## src/rtl/coffee_brew_ctrl_if.sv

```systemverilog
// Handshake bundle between the vending controller and the coffee brewing stage.
// BREW_CNT_EN adds the 16-bit brew_count output to the bundle.
interface coffee_brew_ctrl_if;
    logic        prepare_coffee;
    logic        cup_present;
    logic        cup_drop;
    logic        grinder_on;
    logic        heater_on;
    logic        pump_on;
    logic        coffee_ready;
    logic        busy;
    logic        fault;
`ifdef BREW_CNT_EN
    logic [15:0] brew_count;

    modport master (
        output prepare_coffee, cup_present,
        input  cup_drop, grinder_on, heater_on, pump_on,
        input  coffee_ready, busy, fault, brew_count
    );
    modport slave (
        input  prepare_coffee, cup_present,
        output cup_drop, grinder_on, heater_on, pump_on,
        output coffee_ready, busy, fault, brew_count
    );
`else
    modport master (
        output prepare_coffee, cup_present,
        input  cup_drop, grinder_on, heater_on, pump_on,
        input  coffee_ready, busy, fault
    );
    modport slave (
        input  prepare_coffee, cup_present,
        output cup_drop, grinder_on, heater_on, pump_on,
        output coffee_ready, busy, fault
    );
`endif
endinterface

```

## src/rtl/coffee_brew_ctrl.sv

```systemverilog
// Brewing sequencer: cup drop, grind, heat, pour with cycle timers on clk4m.
// Optional BREW_CNT_EN adds a saturating count of completed brews.
module coffee_brew_ctrl #(
    parameter int unsigned CUP_TIMEOUT = 16,
    parameter int unsigned GRIND_CYC   = 8,
    parameter int unsigned HEAT_CYC    = 12,
    parameter int unsigned POUR_CYC    = 20
) (
    input  logic               clk4m,
    input  logic               rst,
    coffee_brew_ctrl_if.slave  bus
);

    localparam int unsigned MAX_AB = (CUP_TIMEOUT > GRIND_CYC) ? CUP_TIMEOUT : GRIND_CYC;
    localparam int unsigned MAX_CD = (HEAT_CYC > POUR_CYC) ? HEAT_CYC : POUR_CYC;
    localparam int unsigned MAX_P  = (MAX_AB > MAX_CD) ? MAX_AB : MAX_CD;
    localparam int unsigned TW     = (MAX_P > 1) ? $clog2(MAX_P) : 1;

    localparam logic [2:0] S_IDLE  = 3'd0;
    localparam logic [2:0] S_CUP   = 3'd1;
    localparam logic [2:0] S_GRIND = 3'd2;
    localparam logic [2:0] S_HEAT  = 3'd3;
    localparam logic [2:0] S_POUR  = 3'd4;
    localparam logic [2:0] S_DONE  = 3'd5;
    localparam logic [2:0] S_FAULT = 3'd6;

    logic [2:0]    state_q, state_d;
    logic [TW-1:0] timer_q, timer_d;
    logic          prev_q;
    logic          start;
    logic          cup_drop_q, grinder_q, heater_q, pump_q;
    logic          ready_q, busy_q, fault_q;

    assign start = bus.prepare_coffee & ~prev_q;

    always_comb begin
        state_d = state_q;
        timer_d = timer_q;
        case (state_q)
            S_IDLE: begin
                if (start) begin
                    state_d = S_CUP;
                    timer_d = TW'(CUP_TIMEOUT - 1);
                end
            end
            S_CUP: begin
                // Cup arrival takes priority over a coincident timeout.
                if (bus.cup_present) begin
                    state_d = S_GRIND;
                    timer_d = TW'(GRIND_CYC - 1);
                end else if (timer_q == '0) begin
                    state_d = S_FAULT;
                end else begin
                    timer_d = timer_q - 1'b1;
                end
            end
            S_GRIND, S_HEAT, S_POUR: begin
                if (!bus.cup_present) begin
                    state_d = S_FAULT;
                    timer_d = '0;
                end else if (timer_q != '0) begin
                    timer_d = timer_q - 1'b1;
                end else if (state_q == S_GRIND) begin
                    state_d = S_HEAT;
                    timer_d = TW'(HEAT_CYC - 1);
                end else if (state_q == S_HEAT) begin
                    state_d = S_POUR;
                    timer_d = TW'(POUR_CYC - 1);
                end else begin
                    state_d = S_DONE;
                end
            end
            S_DONE: begin
                if (!bus.cup_present) state_d = S_IDLE;
            end
            S_FAULT: begin
                if (!bus.prepare_coffee && !bus.cup_present) state_d = S_IDLE;
            end
            default: begin
                state_d = S_IDLE;
                timer_d = '0;
            end
        endcase
    end

    // Request level is tracked through reset so a request held across reset is not a fresh edge.
    always_ff @(posedge clk4m) begin
        prev_q <= bus.prepare_coffee;
        if (rst) begin
            state_q    <= S_IDLE;
            timer_q    <= '0;
            cup_drop_q <= 1'b0;
            grinder_q  <= 1'b0;
            heater_q   <= 1'b0;
            pump_q     <= 1'b0;
            ready_q    <= 1'b0;
            busy_q     <= 1'b0;
            fault_q    <= 1'b0;
        end else begin
            state_q    <= state_d;
            timer_q    <= timer_d;
            cup_drop_q <= (state_d == S_CUP) && (state_q != S_CUP);
            grinder_q  <= (state_d == S_GRIND);
            heater_q   <= (state_d == S_HEAT) || (state_d == S_POUR);
            pump_q     <= (state_d == S_POUR);
            ready_q    <= (state_d == S_DONE);
            busy_q     <= (state_d != S_IDLE);
            fault_q    <= (state_d == S_FAULT);
        end
    end

    assign bus.cup_drop     = cup_drop_q;
    assign bus.grinder_on   = grinder_q;
    assign bus.heater_on    = heater_q;
    assign bus.pump_on      = pump_q;
    assign bus.coffee_ready = ready_q;
    assign bus.busy         = busy_q;
    assign bus.fault        = fault_q;

`ifdef BREW_CNT_EN
    logic [15:0] cnt_q, cnt_d;

    always_comb begin
        cnt_d = cnt_q;
        if (state_q == S_DONE && !bus.cup_present && cnt_q != '1) cnt_d = cnt_q + 16'd1;
    end

    always_ff @(posedge clk4m) begin
        if (rst) cnt_q <= '0;
        else     cnt_q <= cnt_d;
    end

    assign bus.brew_count = cnt_q;
`endif

endmodule

```

## src/flat_wrapper.sv

```systemverilog
// flat-port wrapper written by rule: the top's interface ports become plain ports
module coffee_brew_ctrl_flat 
#(
    parameter int unsigned CUP_TIMEOUT = 16,
    parameter int unsigned GRIND_CYC   = 8,
    parameter int unsigned HEAT_CYC    = 12,
    parameter int unsigned POUR_CYC    = 20
)
  (clk4m, rst, bus_prepare_coffee, bus_cup_present, bus_cup_drop, bus_grinder_on, bus_heater_on, bus_pump_on, bus_coffee_ready, bus_busy, bus_fault);
  coffee_brew_ctrl_if bus_i ();
  input  logic clk4m;
  input  logic rst;
  input wire logic [$bits(bus_i.prepare_coffee)-1:0] bus_prepare_coffee;
  input wire logic [$bits(bus_i.cup_present)-1:0] bus_cup_present;
  output wire logic [$bits(bus_i.cup_drop)-1:0] bus_cup_drop;
  output wire logic [$bits(bus_i.grinder_on)-1:0] bus_grinder_on;
  output wire logic [$bits(bus_i.heater_on)-1:0] bus_heater_on;
  output wire logic [$bits(bus_i.pump_on)-1:0] bus_pump_on;
  output wire logic [$bits(bus_i.coffee_ready)-1:0] bus_coffee_ready;
  output wire logic [$bits(bus_i.busy)-1:0] bus_busy;
  output wire logic [$bits(bus_i.fault)-1:0] bus_fault;
  assign bus_i.prepare_coffee = bus_prepare_coffee;
  assign bus_i.cup_present = bus_cup_present;
  assign bus_cup_drop = bus_i.cup_drop;
  assign bus_grinder_on = bus_i.grinder_on;
  assign bus_heater_on = bus_i.heater_on;
  assign bus_pump_on = bus_i.pump_on;
  assign bus_coffee_ready = bus_i.coffee_ready;
  assign bus_busy = bus_i.busy;
  assign bus_fault = bus_i.fault;
  coffee_brew_ctrl #(.CUP_TIMEOUT(CUP_TIMEOUT), .GRIND_CYC(GRIND_CYC), .HEAT_CYC(HEAT_CYC), .POUR_CYC(POUR_CYC)) u_core (.clk4m(clk4m), .rst(rst), .bus(bus_i));
endmodule
```

## config.mk

```make
export PLATFORM = sky130hd
export DESIGN_NAME = coffee_brew_ctrl_flat
export DESIGN_NICKNAME = d
export VERILOG_FILES = /design/src/rtl/coffee_brew_ctrl_if.sv /design/src/rtl/coffee_brew_ctrl.sv /design/src/flat_wrapper.sv
export SDC_FILE = /design/constraint.sdc
export NUM_CORES = 1
export LEC_CHECK = 0
export CAP_MARGIN = 30
export CORE_MARGIN = 5
export CORE_UTILIZATION = 40
export CTS_CLUSTER_DIAMETER = 100
export DETAILED_ROUTE_END_ITERATION = 6
export PLACE_DENSITY_LB_ADDON = 0.3
export RECOVER_POWER = 25
export SLEW_MARGIN = 25
export SYNTH_ARGS = -nofsm -noshare
export SYNTH_HDL_FRONTEND = slang
export SYNTH_SLANG_ARGS = --single-unit
export TNS_END_PERCENT = 20
```

## constraint.sdc

```tcl
create_clock -name clk4m -period 3.6 [get_ports clk4m]
set_clock_uncertainty 0.15 [all_clocks]
set_input_delay 0.36 -clock clk4m [delete_from_list [all_inputs] [get_ports clk4m]]
set_output_delay 0.36 -clock clk4m [all_outputs]
set_load 0.1 [all_outputs]
```

==> summary.txt, run 1 <==
Global route
  • GRT overflow: 0
  • Initial antenna violation count: 0
  • Vias in the first global route: 878
  • First-pass GRT wire length: 4.04 mm
  • Total GRT Usage: 14.5%
  • Largest net degree at the start of global routing: 25

Clock tree
  • Worst skew pair latency: 0.29 ns
  • # resized after CTS: 0
  • CTS Hold Buffers Added: 0
  • Cts bufs inserted: 3
  • Root Buffer Master: clkbuf_4
  • Setup Fix Bufs, Post-CTS: 0
  • Sink Count: 16
  • TritonCTS clock tree: yes
  • Clock-pin slew on the worst setup and hold paths: 0.10 ns
  • Clock Path Buffers: 2
  • H-tree Lvls: 1

Setup path
  • CP endpoint kind: flip-flop
  • Crit-path cells: inv_1 -> ha_1 -> nor4b_1 -> clkbuf_1 -> a32oi_1 -> o22ai_1 -> nand3_1 -> a21oi_1
  • Reg2reg setup slack: 1.01 ns
  • Max FO, Critical Path: 11
  • Crit path arrival time: 2.66 ns
  • Worst setup SP type: flip-flop
  • WS Path Type: reg -> reg
  • Critical Path RT: 3.68 ns
  • Worst path slowest cell: o22ai_1
  • Slowest cell delay on critical path: 0.52 ns

Synthesis
  • #FFs+latches synth: 16
  • Post-Syn Area: 0.00102 sq mm
  • Synth unique cells: 51
  • Synth warn: 0
  • Post-synth EDFFs: 0
  • Yosys top cell area share: 31.3%
  • Synth top area cells: dfxtp_1 (31%), a21oi_1 (4.9%), nor2_1 (4.0%), o21ai_0 (3.4%), nand2_1 (2.9%)
  • Syn Inst Count: 128
  • Proportion of synthesized chip area in sequential cells: 31.3%
  • Primary FF master, synth: dfxtp_1
  • Async SR Flop Fraction: 0%
  • Cell taking the most area after synthesis: dfxtp_1
  • Mapped Nets: 133
  • Synthesized area per cell: 7.99 sq um

Floorplanning
  • # rows: 18
  • Starting density of the core: 41.6%
  • Die Y: 60.6 um
  • Core area: 0.00245 sq mm
  • # IOs: 11
  • Die W: 60.6 um
  • DIE AREA: 0.00367 sq mm

Route
  • Routed via count: 962
  • Via-to-Cell Ratio: 5.94
  • Final WL: 2.46 mm
  • Initial DRC count: 40
  • Antenna Nets Post-Route: 0
  • Wire per inst: 15.2 um
  • First-pass DRT Iterations: 4
  • DRC errors left: 0

STA
  • Final Hold Vio Count: 0
  • Tcrit/Tclk final: 71.8%
  • Worst Max-Slew Pin Slew: 0.979 ns
  • Final setup violating endpoints: 0
  • Setup ws final: 1.01 ns
  • Setup tns final: 0 ns
  • Rel. slew slack: 34.5%
  • Fin crit period: 2.59 ns
  • Max-slew violation count: 0
  • RSZ-0062 raised after global routing: false
  • Fmax: 387 MHz

Place
  • Dpl ws: 1.01 ns
  • RePlAce Congestion: 0.832
  • Placed cell areas: 0.00112 sq mm
  • Port bufs: 10
  • Post-DP HPWL: 1.69 mm

Finish
  • P&R area growth vs syn: 12.5%
  • Largest register by flop count: u_core.timer_q
  • Commonest cells after routing, fill and taps aside: dfxtp_1 (16), nor2_1 (11), a21oi_1 (10)
  • Share of cells above drive strength 1: 7.58%
  • Layout net count: 138
  • Regs by FF count: u_core.timer_q (5), u_core.state_q (3)
  • Design area: 0.00115 sq mm
  • Commonest non-fill, non-tap cell in the layout: dfxtp_1
  • Max FFs per register: 5
  • Final Core Density: 46.8%
  • ANT cells: 0

Job
  • Total of max-cap violations: 0

Power
  • PD cells: 567 mW/mm^2
  • Lkg Pwr: 0.393 nW
  • Maximum VDD drop: 432 uV

Status
  • Outcome: finished clean

Worst hold path
  • HP Class: reg -> reg
[cell families (layout without fill, tap and decap cells)]
| family | after synthesis | in the layout | synth area share, % |
|---|---|---|---|
| buf+inv | 18 | 22 | 6.85 |
| flops | 16 | 16 | 31.3 |
| fa+ha+maj | 1 | 1 | 1.22 |
| compound gates | 41 | 41 | 28.8 |
| xor+xnor | 2 | 2 | 1.71 |
| mux | 1 | 1 | 0.979 |
| simple gates | 49 | 49 | 29.1 |
[path summary, 6_finish.rpt]
check | start | endpoint | cells past startpoint
worst max-delay path | u_core.timer_q[0] | u_core.timer_q[4] | 8
worst min-delay path | u_core.timer_q[4] | u_core.timer_q[4] | 2
worst max register to register | u_core.timer_q[0] | u_core.timer_q[4] | 8
worst min register to register | u_core.timer_q[4] | u_core.timer_q[4] | 2
[per-stage QoR]
step	std cells	power (mW)	hold WS, ns
after floorplan	128	0.470	0.238
after detailed placement	158	0.533	0.374
after global placement	158	0.532	0.360
final	162	0.652	0.383
after global routing	162	0.690	0.425
after CTS	162	0.657	0.390
[critical path: cells and delay by family (launching register included)]
kind / cells / cell delay, ns
flops: 1 / 0.37
buf+inv: 2 / 0.53
simple gates: 2 / 0.38
fa+ha+maj: 1 / 0.23
compound gates: 3 / 0.86
[area by class of cell]
cell class | count | area (sq um)
fillers | 261 | 1310
inverters | 7 | 26.3
repair buffers | 11 | 104
flip-flops and latches | 16 | 320
well taps | 30 | 37.5
multi-input cells | 94 | 626
clock buffers | 4 | 36.3
[power breakdown]
group	internal [mW]	switching [mW]	total, mW	leakage, nW
registers	0.201	0.0410	0.242	0.131
logic	0.0987	0.188	0.287	0.241
clock network	0.0616	0.0610	0.123	0.0210
[metal layers]
layer	share of wire, %	GRT usage [%]
met2	48	22.4
met3	6.3	4.26
met4	2.4	4.95
met5	0	0
met1	43	19.4
[synth_stat cells, types with 3 or more instances]
cell type,instances
nand3_1,4
nand2_1,8
o21ai_0,7
inv_1,7
dfxtp_1,16
nand4b_1,3
nor3_1,3
a21oi_1,10
nor2b_1,3
nor2_1,11
clkbuf_1,5
buf_1,4
Note: power is estimated with default switching activity, not from simulation.
==> run 2, diff against run 1 <==
==> constraint.sdc (replaced) <==
create_clock -name clk4m -period 2.48 [get_ports clk4m]
set_clock_uncertainty 0.15 [all_clocks]
set_input_delay 0.248 -clock clk4m [delete_from_list [all_inputs] [get_ports clk4m]]
set_output_delay 0.248 -clock clk4m [all_outputs]
set_load 0.1 [all_outputs]
==> run 2 against run 1 <==
Power is 47% higher. Register-to-register slack worse by 0.80 ns. Critical path depth stayed put. Maximum frequency is 14% higher. Sequential power is 42% higher. Sequential cell count stayed put. Final area is 2.0% higher. Hold slack worse by 0.0056 ns. Global-route usage is 0.30 points lower. Cell count is 3.7% higher.
==> summary.txt, run 2 (synthesis results as in run 1) <==
Status
  • Outcome: finished clean

STA
  • Max-slew violation count: 0
  • Fmax: 441 MHz
  • Worst Max-Slew Pin Slew: 1.17 ns
  • Setup tns final: 0 ns
  • Tcrit/Tclk final: 91.4%
  • Final Hold Vio Count: 0
  • RSZ-0062 raised after global routing: false
  • Rel. slew slack: 22.5%
  • Fin crit period: 2.27 ns
  • Final setup violating endpoints: 0

Clock tree
  • # resized after CTS: 0
  • TritonCTS clock tree: yes
  • H-tree Lvls: 1
  • Worst skew pair latency: 0.29 ns
  • Cts bufs inserted: 3
  • Clock-pin slew on the worst setup and hold paths: 0.10 ns
  • Clock Path Buffers: 2
  • Sink Count: 16
  • Root Buffer Master: clkbuf_4
  • CTS Hold Buffers Added: 0
  • Setup Fix Bufs, Post-CTS: 0

Setup path
  • Worst path slowest cell: o22ai_1
  • Critical Path RT: 2.55 ns
  • Max FO, Critical Path: 11
  • Crit path arrival time: 2.34 ns
  • CP endpoint kind: flip-flop
  • Worst setup SP type: flip-flop
  • Crit-path cells: inv_1 -> ha_1 -> nor4b_2 -> buf_4 -> a32oi_1 -> o22ai_1 -> nand3_1 -> a21oi_1
  • WS Path Type: reg -> reg
  • Slowest cell delay on critical path: 0.52 ns

Route
  • Final WL: 2.44 mm
  • DRC errors left: 0
  • Wire per inst: 14.5 um
  • Antenna Nets Post-Route: 0
  • Initial DRC count: 29
  • Routed via count: 1005
  • First-pass DRT Iterations: 4
  • Via-to-Cell Ratio: 5.98

Finish
  • Largest register by flop count: u_core.timer_q
  • Commonest non-fill, non-tap cell in the layout: dfxtp_1
  • Share of cells above drive strength 1: 15.2%
  • Regs by FF count: u_core.timer_q (5), u_core.state_q (3)
  • Finished Layout Cells: 168
  • Layout net count: 144
  • Commonest cells after routing, fill and taps aside: dfxtp_1 (16), nor2_1 (11), a21oi_1 (10), buf_4 (10), nand2_1 (8)
  • Max FFs per register: 5
  • ANT cells: 0
  • Area of the multi-input gates: 632 sq um
  • Sequential Area: 320 sq um
  • P&R area growth vs syn: 14.7%
  • Layout fillers: 238

Place
  • Dpl cells: 164
  • RePlAce Congestion: 0.855
  • Port bufs: 10
  • Post-DP HPWL: 1.74 mm

Floorplanning
  • Starting density of the core: 41.6%
  • # IOs: 11
  • Die W: 60.6 um
  • Die Y: 60.6 um
  • DIE AREA: 0.00367 sq mm
  • # rows: 18
  • Core area: 0.00245 sq mm

Global route
  • Largest net degree at the start of global routing: 23
  • Total GRT Usage: 14.2%
  • Initial antenna violation count: 0
  • GRT overflow: 0
  • First-pass GRT wire length: 4.03 mm
  • Vias in the first global route: 866

Job
  • Total of max-cap violations: 0

Worst hold path
  • HP Class: reg -> reg

Power
  • Maximum VDD drop: 542 uV
  • Lkg Pwr: 0.421 nW
  • PD cells: 819 mW/mm^2
==> run 2: changes by cell type in the layout (fill, tap and decap cells not counted) <==
cell	before	now
buf_4	0	10
clkdlybuf4s50_1	8	2
clkbuf_1	1	4
dlygate4sd3_1	2	1
nor4b_1	2	1
nor4b_2	0	1
==> run 2: report_power, final <==
part	internal (mW)	switching, mW	total [mW]
clock	0.0894	0.0857	0.175
sequential	0.292	0.0507	0.343
combinational	0.162	0.279	0.442
total	0.544	0.416	0.960
==> run 2: path summary, 6_finish.rpt <==
| kind | from | to | slack (ns) | cells after the start |
|---|---|---|---|---|
| min | u_core.timer_q[0] | u_core.timer_q[0] | 0.38 | 2 |
| max reg2reg | u_core.timer_q[0] | u_core.timer_q[4] | 0.21 | 8 |
| min reg2reg | u_core.timer_q[0] | u_core.timer_q[0] | 0.38 | 2 |
| max | u_core.timer_q[0] | u_core.timer_q[4] | 0.21 | 8 |
==> run 2: through the flow <==
| stage | hold WS, ns | area, sq um | total power [mW] | util [%] | worst slack (ns) |
|---|---|---|---|---|---|
| floorplan | 0.126 | 1020 | 0.682 | - | 0.444 |
| global placement | 0.366 | 1150 | 0.786 | 46.9 | 0.285 |
| detailed placement | 0.365 | 1150 | 0.786 | 46.9 | 0.218 |
| CTS | 0.345 | 1190 | 0.967 | 48.4 | 0.223 |
| global route | 0.418 | 1170 | 1.03 | 47.8 | 0.111 |
| finish | 0.378 | 1170 | 0.960 | 47.8 | 0.213 |
==> run 2: critical path: cells and delay by family, from the launching register on <==
kind                       cells  cell delay (ns)
AOI/OAI and AO/OA              3             0.82
adders and majority gates      1             0.23
buffers and inverters          2             0.28
DFF                            1             0.36
and+or+nand+nor                2             0.36
==> run 2: layout make-up <==
type / count / share of cell area, %
Multi-Input combinational cell: 94 / 53.9
Sequential cell: 16 / 27.3
Timing Repair Buffer: 17 / 10.2
Tap cell: 30 / 3.20
Clock buffer: 4 / 3.09
Inverter: 7 / 2.24
==> run 2: metal layers <==
layer	vias up	wire length (um)	global-route usage [%]
li1	497	-	-
met1	482	1150	19.5
met2	26	1170	22.7
met3	0	119	4.04
met4	0	0	2.17
met5	-	0	0
